`src/rtl/rf_wb_sched_pkg.sv`:
```
// Shared register-file parameters and writeback requester indices.
package rf_wb_sched_pkg;
    localparam int RF_XLEN = 32;
    localparam int RF_NREG = 32;
    localparam int RF_AW   = 5;
    localparam int RF_CNTW = 6;

    typedef enum logic {
        REQ_EXU = 1'b0,
        REQ_LSU = 1'b1
    } req_e;
endpackage

```
`src/rtl/rf_wb_sched_scoreboard.sv`:
```
// Destination-register scoreboard: busy bits, outstanding count, hazard compare.
module rf_scoreboard
    import rf_wb_sched_pkg::*;
#(
    parameter int NREG = RF_NREG
) (
    input  logic               clk,
    input  logic               rst_n,
    input  logic               flush,
    input  logic               iss_valid,
    input  logic [RF_AW-1:0]   iss_rd,
    output logic               iss_ready,
    input  logic               clr_en,
    input  logic [RF_AW-1:0]   clr_rd,
    input  logic               wen,
    input  logic [RF_AW-1:0]   waddr,
    input  logic [RF_AW-1:0]   rs1,
    input  logic [RF_AW-1:0]   rs2,
    output logic               raw_stall,
    output logic [RF_CNTW-1:0] pend_cnt,
    output logic               idle
);
    localparam logic [RF_CNTW-1:0] PEND_MAX = RF_CNTW'(NREG - 1);
    localparam logic [RF_CNTW-1:0] ONE = RF_CNTW'(1);

    logic [NREG-1:0]    busy_q, busy_d;
    logic [RF_CNTW-1:0] pend_q, pend_d;
    logic               set_hit, clr_hit, haz1, haz2;

    assign iss_ready = rst_n && !flush && (iss_rd == '0 || !busy_q[iss_rd]);
    assign set_hit   = iss_valid && iss_ready && iss_rd != '0;
    // A write to a register that is not reserved (e.g. after flush) is a no-op.
    assign clr_hit   = clr_en && clr_rd != '0 && busy_q[clr_rd];

    assign haz1 = rs1 != '0 && busy_q[rs1] && !(wen && waddr == rs1);
    assign haz2 = rs2 != '0 && busy_q[rs2] && !(wen && waddr == rs2);

    assign raw_stall = rst_n && (haz1 || haz2);
    assign pend_cnt  = pend_q;
    assign idle      = pend_q == '0;

    always_comb begin
        busy_d = busy_q;
        pend_d = pend_q;
        if (clr_hit) busy_d[clr_rd] = 1'b0;
        if (set_hit) busy_d[iss_rd] = 1'b1;
        if (set_hit && !clr_hit && pend_q != PEND_MAX) begin
            pend_d = pend_q + ONE;
        end else if (clr_hit && !set_hit && pend_q != '0) begin
            pend_d = pend_q - ONE;
        end
        if (flush) begin
            busy_d = '0;
            pend_d = '0;
        end
        busy_d[0] = 1'b0;
    end

    always_ff @(posedge clk or negedge rst_n) begin
        if (!rst_n) begin
            busy_q <= '0;
            pend_q <= '0;
        end else begin
            busy_q <= busy_d;
            pend_q <= pend_d;
        end
    end
endmodule

```
`src/rtl/rf_wb_sched.sv`:
```
// Register-file writeback scheduler: round-robin EXU/LSU write arbiter
// plus a scoreboard of reserved destination registers.
module rf_wb_sched
    import rf_wb_sched_pkg::*;
#(
    parameter int XLEN = RF_XLEN,
    parameter int NREG = RF_NREG
) (
    input  logic               clk,
    input  logic               rst_n,
    input  logic               exu_valid,
    output logic               exu_ready,
    input  logic [RF_AW-1:0]   exu_rd,
    input  logic [XLEN-1:0]    exu_wdata,
    input  logic               lsu_valid,
    output logic               lsu_ready,
    input  logic [RF_AW-1:0]   lsu_rd,
    input  logic [XLEN-1:0]    lsu_wdata,
    output logic               rf_wen,
    output logic [RF_AW-1:0]   rf_waddr,
    output logic [XLEN-1:0]    rf_wdata,
    input  logic               iss_valid,
    output logic               iss_ready,
    input  logic [RF_AW-1:0]   iss_rd,
    input  logic [RF_AW-1:0]   rs1,
    input  logic [RF_AW-1:0]   rs2,
    output logic               raw_stall,
    input  logic               flush,
    output logic [RF_CNTW-1:0] pend_cnt,
    output logic               idle
);
    req_e prio_q, prio_d;
    logic exu_gnt, lsu_gnt, gnt, conflict;

    assign conflict = exu_valid && lsu_valid;
    assign exu_gnt  = rst_n && exu_valid && (!lsu_valid || prio_q == REQ_EXU);
    assign lsu_gnt  = rst_n && lsu_valid && !exu_gnt;
    assign gnt      = exu_gnt || lsu_gnt;

    assign exu_ready = exu_gnt;
    assign lsu_ready = lsu_gnt;
    assign rf_waddr  = lsu_gnt ? lsu_rd : exu_rd;
    assign rf_wdata  = lsu_gnt ? lsu_wdata : exu_wdata;
    assign rf_wen    = gnt && rf_waddr != '0;

    // Priority only rotates when both requesters actually collide.
    always_comb begin
        prio_d = prio_q;
        if (conflict) prio_d = exu_gnt ? REQ_LSU : REQ_EXU;
    end

    always_ff @(posedge clk or negedge rst_n) begin
        if (!rst_n) prio_q <= REQ_EXU;
        else        prio_q <= prio_d;
    end

    rf_scoreboard #(
        .NREG (NREG)
    ) u_sb (
        .clk       (clk),
        .rst_n     (rst_n),
        .flush     (flush),
        .iss_valid (iss_valid),
        .iss_rd    (iss_rd),
        .iss_ready (iss_ready),
        .clr_en    (gnt),
        .clr_rd    (rf_waddr),
        .wen       (rf_wen),
        .waddr     (rf_waddr),
        .rs1       (rs1),
        .rs2       (rs2),
        .raw_stall (raw_stall),
        .pend_cnt  (pend_cnt),
        .idle      (idle)
    );
endmodule

```
`config.mk`:
```
export PLATFORM = sky130hd
export DESIGN_NAME = rf_wb_sched
export DESIGN_NICKNAME = d
export VERILOG_FILES = /design/src/rtl/rf_wb_sched_pkg.sv /design/src/rtl/rf_wb_sched_scoreboard.sv /design/src/rtl/rf_wb_sched.sv
export SDC_FILE = /design/constraint.sdc
export NUM_CORES = 1
export LEC_CHECK = 0
export CORE_ASPECT_RATIO = 0.7
export CORE_MARGIN = 4
export CORE_UTILIZATION = 46
export DETAILED_ROUTE_END_ITERATION = 16
export PLACE_DENSITY = 0.83
export SLEW_MARGIN = 15
export SYNTH_ARGS = -nofsm -noshare
export SYNTH_HDL_FRONTEND = slang
export SYNTH_HIERARCHICAL = 1
export SYNTH_SLANG_ARGS = --single-unit
```
`constraint.sdc`:
```
create_clock -name clk -period 6.2 [get_ports clk]
set_clock_uncertainty 0.05 [all_clocks]
set_input_delay 0.93 -clock clk [delete_from_list [all_inputs] [get_ports clk]]
set_output_delay 0.93 -clock clk [all_outputs]
set_load 0.02 [all_outputs]
```
==> out/results.tsv <==
stage	metric	value	unit
outcome	outcome	complete, no violations	
setup_path	crit_buf_inv	4	
pwr	p_per_area	159	mW/mm^2
pwr	clockPowerShare	33.4	%
sta	finalMaxSlewViolations	0	
grt	antenna_found_initial	1	
clock_network	clk_pin_slew	60	ps
sta	fin_crit_sh	87.4	%
setup_path	worstSetupPathType	input port to flip-flop	
route	num_vias	4188	
floorplan	ios	144	
synth	seq_area_frac_synth	24.4	%
setup_path	max_stage_delay	530	ps
setup_path	slowest_stage	clkdlybuf4s50_1	
route	drc	0	
grt	grt_pass1_wl	23300	microns
setup_path	cp-start-kind	input port	
sta	slew_headroom	56.8	%
placement	dp_hpwl	11800	microns
sta	tns	0	ps
grt	grt_pass1_vias	4092	
clock_network	root_buffer	clkbuf_16	
clock_network	clk_latency	280	ps
clock_network	cts_made_buffers	5	
synth	syn-instance-count	394	
floorplan	initial_utilization	48.5	%
run	maxCapViolCount	0	
route	wl	15200	microns
route	via_per_inst	6.72	
sta	hold_viol_final	0	
synth	synth_area	0.00390	sq mm
floorplan	dieArea	0.0100	sq mm
cells_and_area	layout-drive-gt1-share	17.9	%
synth	async_reset_ff_share	100	%
setup_path	worstPathMaxFanout	19	
grt	track_usage	29.5	%
clock_network	cts_tree	done	
worst_hold_path	min_path_type	flip-flop to flip-flop	
sta	fmax	0.185	GHz
pwr	p_leak	2.10	nW
cells_and_area	multiInputGateArea	0.00271	sq mm
synth	synth-edff-count	0	
synth	syn_nets	494	
route	wl_per_cell	24.4	microns
pwr	switching_share	29.6	%
route	firstDrtPassIters	8	
pwr	p_int	0.000614	W
clock_network	cts_buffer_depth	2	
pwr	combPwrFrac	36.6	%
clock_network	post_cts_buffers	0	
route	postRouteAntennaNets	0	
floorplan	rows	27	
clock_network	ctsResizeCount	0	
sta	worst_pin_slew	645	ps
sta	worst_slack	782	ps
cells_and_area	area_delta_synth_final	40.9	%
pwr	ir_drop	113	uV
clock_network	htreeDepth	2	
sta	rsz0062_at_grt	false	
placement	routabilityCongestion	1.09	
synth	yosys_warnings	6	
synth	ys_seq_elements	38	
pwr	seqPwrFrac	30.0	%
setup_path	arrival	5530	ps
floorplan	die_y	85	microns
setup_path	cp_common_cell	a21oi_1	
clock_network	clock_sinks	38	
clock_network	postCtsHoldBufs	0	
sta	timing.hold.ws	527	ps
pwr	p_switching	0.000258	W
placement	place_ws	552	ps
synth	synth_cell_types	63	
floorplan	die_w	118	microns
cells_and_area	seqCellArea	951	sq um
setup_path	path_cells	clkdlybuf4s50_1 -> inv_2 -> o211ai_4 -> buf_4 -> mux2_4 -> or2_2 -> a2111oi_0 -> a211oi_1 -> a41oi_2 -> nor3_4 -> inv_1 -> ha_1 -> a21o_1 -> a21oi_1 -> o21bai_1 -> a21oi_1 -> nor4_2 -> a21oi_1 -> mux2_1	
setup_path	cp.required	6310	ps
synth	ys.flop_type	dfrtp_1	
sta	fin_crit	5420	ps
cells_and_area	fillers	620	
cells_and_area	nets	621	
placement	io_buffers	143	
setup_path	end_kind	flip-flop	
synth	avgSynthCellArea	9.89	sq um
grt	grt_overflow	0	
route	drtIter0Drc	755	
floorplan	core-area	0.00804	sq mm
grt	grt_max_degree	45	
sta	final-setup-viol-count	0	
setup_path	crit_family	compound AO/OA/AOI/OAI gates	
layout make-up:
type	count	share of cell area, %
sequential	38	17.3
clock inverter	1	0.547
inverter	15	1.03
clock buffer	6	2.53
multi-input combinational	312	49.4
timing repair buffer	149	26.8
antenna	1	0.0456
tap	101	2.30
synth_stat cells, types with 8 or more instances:
| cell | number | share of area, % |
|---|---|---|
| a21oi_1 | 10 | 1.3 |
| o21ai_0 | 24 | 3.1 |
| dfrtp_1 | 38 | 24 |
| nand2b_1 | 9 | 1.4 |
| mux2_4 | 9 | 3.5 |
| nand4_1 | 8 | 1.3 |
| mux4_2 | 23 | 13 |
| mux2i_1 | 15 | 3.9 |
| nand3_1 | 16 | 2.1 |
| nor2_1 | 18 | 1.7 |
| nor2b_1 | 9 | 1.4 |
| clkbuf_1 | 14 | 1.3 |
| mux2_2 | 36 | 10 |
| xnor2_1 | 9 | 2.0 |
| nand2_1 | 27 | 2.6 |
| o21ai_1 | 8 | 1.0 |
| inv_1 | 14 | 1.3 |
| o211ai_1 | 12 | 2.3 |
registers in the layout, indices dropped and copies added, names as in the netlist:
signal and flops:
prio_q 1, u_sb/pend_cnt 6, u_sb/busy_q 31
through the flow:
stage                     cells  utilization [%]  total power (W)  instance area, sq um
final                       623             68.3         0.000871                  5490
after global routing        623             68.3         0.000905                  5490
after global placement      615             66.1         0.000572                  5320
after detailed placement    615             66.1         0.000579                  5320
after CTS                   622             68.2         0.000870                  5490
after floorplan             394                -         0.000434                  3900
logic make-up (layout without fill, tap and decap cells):
family	after synthesis	count (layout)	synth area share, %
AOI/OAI and AO/OA	90	90	16.1
DFF	38	38	24.4
buffers and inverters	44	171	6.20
muxes	85	85	32.0
and+or+nand+nor	119	119	16.6
adders and majority gates	5	5	1.80
other	0	1	0
xor gates and xnor gates	13	13	2.92
tightest hold or removal path: stages, from the launching register on:
cell     delay (ps)
dfrtp_1         420
nand2_1          60
o21ai_0          60
power groups by stage:
| stage | clock (W) | combinational (W) | sequential [W] |
|---|---|---|---|
| 2_1_floorplan | 0 | 0.000168 | 0.000267 |
| 3_3_place_gp | 0 | 0.000307 | 0.000265 |
| 3_5_place_dp | 0 | 0.000314 | 0.000265 |
| 4_1_cts | 0.000293 | 0.000316 | 0.000261 |
| 5_1_grt | 0.000306 | 0.000338 | 0.000262 |
| 6_report | 0.000291 | 0.000319 | 0.000261 |
worst paths after layout:
check                           startpoint          endpoint  slack [ps]  cells after the start
worst max-delay path             exu_valid  u_sb/pend_cnt[5]         780                     19
worst min-delay path                prio_q            prio_q         530                      2
worst max register to register      prio_q  u_sb/pend_cnt[5]        1550                     17
worst min register to register      prio_q            prio_q         530                      2
max in group asynchronous            rst_n   u_sb/busy_q[13]        4910                      2
min in group asynchronous            rst_n   u_sb/busy_q[18]         830                      2
per-layer routing:
layer  track usage (%)  part of all wire, %  vias to the layer above
li1                  -                    -                     1768
met1              39.5                   38                     1970
met2              45.7                   45                      372
met3              10.9                   14                       78
met4              6.81                  3.5                        0
met5                 0                    0                        -
cell usage in the layout (no fill, tap or decap), types with 10 or more instances in the layout:
| cell type | count |
|---|---|
| nand3_1 | 16 |
| mux2_2 | 36 |
| nor2_1 | 18 |
| mux4_2 | 23 |
| inv_1 | 14 |
| nand2_1 | 27 |
| a21oi_1 | 10 |
| o211ai_1 | 12 |
| mux2i_1 | 15 |
| o21ai_0 | 24 |
| dfrtp_1 | 38 |
| clkdlybuf4s50_1 | 142 |
Power figures use the tool's default switching activity.
